<file path="config.mk">
export PLATFORM = sky130hd
export DESIGN_NAME = jtkicker_obj_scan_flat
export DESIGN_NICKNAME = d
export VERILOG_FILES = /design/src/rtl/jtkicker_obj_scan_pkg.sv /design/src/rtl/jtkicker_obj_scan_if.sv /design/src/rtl/jtkicker_obj_scan.sv /design/src/flat_wrapper.sv
export SDC_FILE = /design/constraint.sdc
export NUM_CORES = 1
export LEC_CHECK = 0
export ABC_AREA = 1
export CAP_MARGIN = 20
export CORE_ASPECT_RATIO = 1.25
export CORE_MARGIN = 2
export CORE_UTILIZATION = 43
export DETAILED_ROUTE_END_ITERATION = 7
export PLACE_DENSITY = 0.69
export SLEW_MARGIN = 0
export SYNTH_ARGS = -nofsm -noshare
export SYNTH_HDL_FRONTEND = slang
export SYNTH_SLANG_ARGS = --single-unit
</file>
<file path="constraint.sdc">
create_clock -name clk -period 5.75 [get_ports clk]
set_clock_uncertainty 0.2 [all_clocks]
set_input_delay 1.15 -clock clk [delete_from_list [all_inputs] [get_ports clk]]
set_output_delay 1.15 -clock clk [all_outputs]
set_load 0.005 [all_outputs]
</file>
<file path="src/rtl/jtkicker_obj_scan_pkg.sv">
// jtkicker_obj_pkg: shared states and constants for the Kicker object line scanner
package jtkicker_obj_pkg;
    typedef enum logic [2:0] {IDLE, RD_Y, CHK_Y, RD_X, ISSUE, NEXT, DONE} state_t;
    localparam logic [7:0] OBJ_H = 8'd16;
    localparam int ATTR_VF = 6;
    localparam int ATTR_HF = 5;
endpackage

</file>
<file path="src/rtl/jtkicker_obj_scan_if.sv">
// jtkicker_obj_scan_if: start/busy handshake and object fields towards the line-buffer drawer
interface jtkicker_obj_scan_if;
    logic       dr_start;
    logic       dr_busy;
    logic [8:0] dr_code;
    logic [3:0] dr_pal;
    logic [7:0] dr_xpos;
    logic [3:0] dr_row;
    logic       dr_hflip;
    logic       dr_vflip;
    modport master(output dr_start, dr_code, dr_pal, dr_xpos, dr_row, dr_hflip, dr_vflip, input dr_busy);
    modport slave(input dr_start, dr_code, dr_pal, dr_xpos, dr_row, dr_hflip, dr_vflip, output dr_busy);
endinterface

</file>
<file path="src/rtl/jtkicker_obj_scan.sv">
// jtkicker_obj_scan: per-line object RAM walker feeding the sprite drawer
// JTKICKER_OBJ_LIMIT_EN caps the objects sent per line at MAX_LINE
module jtkicker_obj_scan
    import jtkicker_obj_pkg::*;
#(
    parameter int         OBJ_NUM  = 24,
    parameter logic [9:0] OBJ_BASE = 10'h000,
    parameter int         MAX_LINE = 8
) (
    input  logic                       clk,
    input  logic                       rst,
    input  logic                       hinit,
    input  logic [7:0]                 vdump,
    input  logic                       flip,
    output logic [9:0]                 scan_addr,
    input  logic [7:0]                 low_q,
    input  logic [7:0]                 high_q,
    jtkicker_obj_scan_if.master        dr,
    output logic                       scan_busy
);
    localparam int NW = $clog2(OBJ_NUM);
    state_t        st, st_nx;
    logic [NW-1:0] n;
    logic [7:0]    line, code, ydiff;
    logic [3:0]    row_l;
    logic          flip_l, vis, last, send, vf, limit_hit;
    logic [7:0]    line_nx;
    assign line_nx = vdump + 8'd1;
    assign ydiff   = line - high_q;
    assign vis     = ydiff < OBJ_H;
    assign last    = n == NW'(OBJ_NUM - 1);
    assign send    = st == ISSUE && !dr.dr_busy && !hinit;
    assign vf      = low_q[ATTR_VF] ^ flip_l;
`ifdef JTKICKER_OBJ_LIMIT_EN
    localparam int CW = $clog2(MAX_LINE + 1);
    logic [CW-1:0] cnt;
    assign limit_hit = cnt == CW'(MAX_LINE);
    always_ff @(posedge clk)
        cnt <= rst || hinit ? '0 : cnt + CW'(send);
`else
    assign limit_hit = 1'b0;
`endif
    always_ff @(posedge clk)
        st <= rst ? IDLE : st_nx;
    // a line pulse in any state restarts the walk, so it overrides every transition
    always_comb begin
        st_nx = IDLE;
        if (hinit) st_nx = RD_Y;
        else case (st)
            RD_Y:    st_nx = CHK_Y;
            CHK_Y:   st_nx = limit_hit ? DONE : vis ? RD_X : NEXT;
            RD_X:    st_nx = ISSUE;
            ISSUE:   st_nx = dr.dr_busy ? ISSUE : NEXT;
            NEXT:    st_nx = last ? DONE : RD_Y;
            default: st_nx = IDLE;
        endcase
    end
    always_ff @(posedge clk) begin
        if (rst) begin
            scan_addr   <= OBJ_BASE;
            n           <= '0;
            line        <= '0;
            flip_l      <= 1'b0;
            code        <= '0;
            row_l       <= '0;
            scan_busy   <= 1'b0;
            dr.dr_start <= 1'b0;
            dr.dr_code  <= '0;
            dr.dr_pal   <= '0;
            dr.dr_xpos  <= '0;
            dr.dr_row   <= '0;
            dr.dr_hflip <= 1'b0;
            dr.dr_vflip <= 1'b0;
        end else begin
            dr.dr_start <= send;
            scan_busy   <= hinit || (scan_busy && st != DONE);
            if (hinit) begin
                line      <= flip ? ~line_nx : line_nx;
                flip_l    <= flip;
                n         <= '0;
                scan_addr <= OBJ_BASE;
            end else begin
                if (st == CHK_Y && vis && !limit_hit) begin
                    code      <= low_q;
                    row_l     <= ydiff[3:0];
                    scan_addr <= scan_addr + 10'd1;
                end
                if (st == ISSUE) begin
                    dr.dr_code  <= {low_q[7], code};
                    dr.dr_pal   <= low_q[3:0];
                    dr.dr_xpos  <= flip_l ? 8'd240 - high_q : high_q;
                    dr.dr_row   <= row_l ^ {4{vf}};
                    dr.dr_hflip <= low_q[ATTR_HF] ^ flip_l;
                    dr.dr_vflip <= vf;
                end
                if (st == NEXT && !last) begin
                    n         <= n + NW'(1);
                    scan_addr <= OBJ_BASE + 10'({n + NW'(1), 1'b0});
                end
            end
        end
    end
endmodule
</file>
<file path="src/flat_wrapper.sv">
// flat-port wrapper written by rule: the top's interface ports become plain ports
module jtkicker_obj_scan_flat import jtkicker_obj_pkg::*;
#(
    parameter int         OBJ_NUM  = 24,
    parameter logic [9:0] OBJ_BASE = 10'h000,
    parameter int         MAX_LINE = 8
)
  (clk, rst, hinit, vdump, flip, scan_addr, low_q, high_q, scan_busy, dr_dr_start, dr_dr_code, dr_dr_pal, dr_dr_xpos, dr_dr_row, dr_dr_hflip, dr_dr_vflip, dr_dr_busy);
  jtkicker_obj_scan_if dr_i ();
  input  logic clk;
  input  logic rst;
  input  logic hinit;
  input  logic [7:0] vdump;
  input  logic flip;
  output logic [9:0] scan_addr;
  input  logic [7:0] low_q;
  input  logic [7:0] high_q;
  output logic scan_busy;
  output wire logic [$bits(dr_i.dr_start)-1:0] dr_dr_start;
  output wire logic [$bits(dr_i.dr_code)-1:0] dr_dr_code;
  output wire logic [$bits(dr_i.dr_pal)-1:0] dr_dr_pal;
  output wire logic [$bits(dr_i.dr_xpos)-1:0] dr_dr_xpos;
  output wire logic [$bits(dr_i.dr_row)-1:0] dr_dr_row;
  output wire logic [$bits(dr_i.dr_hflip)-1:0] dr_dr_hflip;
  output wire logic [$bits(dr_i.dr_vflip)-1:0] dr_dr_vflip;
  input wire logic [$bits(dr_i.dr_busy)-1:0] dr_dr_busy;
  assign dr_dr_start = dr_i.dr_start;
  assign dr_dr_code = dr_i.dr_code;
  assign dr_dr_pal = dr_i.dr_pal;
  assign dr_dr_xpos = dr_i.dr_xpos;
  assign dr_dr_row = dr_i.dr_row;
  assign dr_dr_hflip = dr_i.dr_hflip;
  assign dr_dr_vflip = dr_i.dr_vflip;
  assign dr_i.dr_busy = dr_dr_busy;
  jtkicker_obj_scan #(.OBJ_NUM(OBJ_NUM), .OBJ_BASE(OBJ_BASE), .MAX_LINE(MAX_LINE)) u_core (.clk(clk), .rst(rst), .hinit(hinit), .vdump(vdump), .flip(flip), .scan_addr(scan_addr), .low_q(low_q), .high_q(high_q), .dr(dr_i), .scan_busy(scan_busy));
endmodule
</file>
==> results.md <==
* CP startpoint kind: primary input
* Core ar. at 0.00770 sq mm
* Max Buffers Root-to-Sink at 2
* Reg2reg path depth at 15
* Slew margin rel. at 0.418
* Yosys Warn Count at 0
* R2r setup slk at 3.06 ns
* Critical path origin: high_q[0]
* Most frequent cells in the layout: 80 x nand2_1, 68 x dfxtp_1, 67 x clkdlybuf4s50_1, 55 x nor2_1, 51 x inv_1
* DRC Markers at 0
* Worst slew pin tran at 0.872 ns
* Leak at 1.80 nW
* Die Wd at 83.2 um
* Vias in the first global route at 3139
* Syn_nets at 505
* Share of cells above drive strength 1 at 0.0527
* Die Area at 0.00857 sq mm
* Routed wire length at 8300 um
* Hold path start: u_core.code[0]
* Clk_lat worst skew at 0.35 ns
* Initial DRC Count at 177
* CTS Buf Count at 9
* VDD IR max at 0.000215 V
* Ports at 68
* Area grow syn2layout at 28.1%
* Setup CP Type: primary input to register
* Clock Root Buffer: clkbuf_8
* Met3 usage at 0.0448
* CTS H-tree depth at 3
* Max Cap Viol at 0
* Netlist cell types at 32
* Placed cell count at 610
* Worst Setup End Kind: register
* Antenna Nets Post-Route at 0
* PortBufs at 67
* Routed len/inst at 13.3 um
* Crit path arrival time at 3.72 ns
* Tcrit/Tclk final at 0.636
* Hold endpoint: u_core.code[0]
* N_diodes at 0
* Final setup vio count at 0
* Syn Area/Cell at 7.27 sq um
* GR Util met1 at 0.226
* Final TNS setup at 0 ns
* First-pass GRT wire length at 14000 um
* Final net count at 567
* Post-CTS setup buffers at 0
* Capturing point of the worst reg2reg path: u_core.code[1]
* Syn Inst Count at 464
* Slew Limit Fails at 0
* Pre-antenna DRT Iters at 5
* Layout Cells excl Fill at 626
* Post-DP HPWL at 6090 um
* Hold Path Class: register to register
* Tmin final at 3.66 ns
* Worst r2r src: u_core.line[0]
* Hold Buf Count CTS at 0
* Initial Util at 0.438
* RSZ-0062 raised after global routing: no
* Sequential share of the synthesized area at 0.404
* Global Route met2 Usage at 0.379
* Largest net degree at the start of global routing at 43
* Commonest non-fill, non-tap cell in the layout: nand2_1
* Initial antenna violation count at 0
* PwrDens at 246 mW/mm^2
* CTS clock-pin slew for the worst setup and hold paths at 0.08 ns
* Status: finished, final reports clean
* Endpoints failing hold at 0
* DIE HEIGHT at 103 um
* Crit Path Max Fanout at 13
* GP Congestion at 0.844
* Via count at 3170
* Yosys reg bits at 68
* Critical path data required time at 5.81 ns
* Max Clk Rate at 274 MHz
* Rows at 36
* Vias per cell at 5.06
* Top Usage Layer GRT: met2
* Hold Crit Depth at 2
* Quantity of gates resized following cts at 0
* Gr usage total at 0.202
* Post-Syn Area at 0.00337 sq mm
* Total power at 0.00106 W
* Clock sinks at 68
* Total gr overflow at 0
* CTS tree: yes
## cell families after synthesis
family / Yosys count / share of synthesized area
buffers and inverters: 70 / 0.0816
DFF: 68 / 0.404
AOI/OAI and AO/OA: 110 / 0.173
xor gates and xnor gates: 28 / 0.0727
and+or+nand+nor: 176 / 0.223
adders and majority gates: 12 / 0.0468
## metal layers
metal	vias to the layer above	part of all wire
met5	-	0
met4	0	0.019
met3	17	0.042
met2	82	0.50
met1	1440	0.44
li1	1631	-
## synth_stat cells
cell type | n | area share
a21oi_1 | 50 | 0.074
a21oi_4 | 1 | 0.0048
a31oi_1 | 3 | 0.0056
buf_1 | 2 | 0.0022
buf_2 | 1 | 0.0015
buf_4 | 1 | 0.0022
buf_6 | 1 | 0.0033
clkbuf_1 | 12 | 0.013
clkinv_1 | 1 | 0.0011
dfxtp_1 | 68 | 0.40
fa_1 | 1 | 0.0059
ha_1 | 11 | 0.041
inv_1 | 51 | 0.057
inv_2 | 1 | 0.0011
nand2_1 | 80 | 0.089
nand2_2 | 1 | 0.0019
nand3_1 | 18 | 0.027
nand3_2 | 2 | 0.0059
nand3b_1 | 1 | 0.0022
nand4_1 | 6 | 0.011
nor2_1 | 56 | 0.062
nor2_4 | 2 | 0.0067
nor3_1 | 5 | 0.0074
o211ai_1 | 3 | 0.0067
o21a_1 | 1 | 0.0022
o21ai_0 | 48 | 0.071
o22ai_1 | 3 | 0.0056
o31ai_1 | 1 | 0.0022
or2_1 | 2 | 0.0037
or2_2 | 3 | 0.0056
xnor2_1 | 7 | 0.018
xor2_1 | 21 | 0.055
## flip-flops by register name (all words and copies together) (netlist names)
register and cells:
u_core.code 8, u_core.dr.dr_code 9, u_core.dr.dr_hflip 1, u_core.dr.dr_pal 4, u_core.dr.dr_row 4, u_core.dr.dr_start 1, u_core.dr.dr_vflip 1, u_core.dr.dr_xpos 8
u_core.flip_l 1, u_core.line 8, u_core.n 5, u_core.row_l 4, u_core.scan_addr 10, u_core.scan_busy 1, u_core.st 3
## metrics by stage
step           worst slack [ns]  utilization  hold slack (ns)  area [sq um]
3_5_place_dp               1.76        0.532            0.260          4100
2_1_floorplan              2.73            -            0.245          3370
6_report                   2.09        0.561            0.271          4320
5_1_grt                    1.77        0.561            0.299          4320
3_3_place_gp               1.86        0.532            0.254          4100
4_1_cts                    2.11        0.561            0.272          4320
## worst max-delay path, cell delays in order
cell	delay, ns
clkdlybuf4s50_1	0.51
ha_1	0.15
inv_1	0.06
fa_1	0.42
nand2_1	0.08
nand2_1	0.05
nand3_1	0.09
nand2_1	0.06
nand2_1	0.05
nand2_1	0.08
nor2_4	0.16
nand3_2	0.28
nor2_4	0.34
nand2_1	0.09
a21oi_1	0.12
## worst max path at each step
stage | end | cells after the start
after floorplan | u_core.scan_addr[0] | 14
after global routing | u_core.code[1] | 12
after global placement | u_core.row_l[2] | 14
after CTS | u_core.code[7] | 15
after detailed placement | u_core.code[7] | 15
final | u_core.code[1] | 15
## area by class of cell
type	count	area, sq um
Inverter	53	199
Clock buffer	9	124
Clock inverter	7	98.8
Timing Repair Buffer	68	678
Fill cell	746	3380
Tap cell	95	119
Multi-Input combinational cell	326	1740
Sequential cell	68	1360
## where the power goes
group	switching (W)	leakage [nW]	internal (W)
Combinational	0.0000756	1.14	0.0000571
Clock	0.000197	0.110	0.000246
Sequential	0.00000567	0.551	0.000479
Total	0.000278	1.80	0.000782
(Power assumes the default switching activity.)
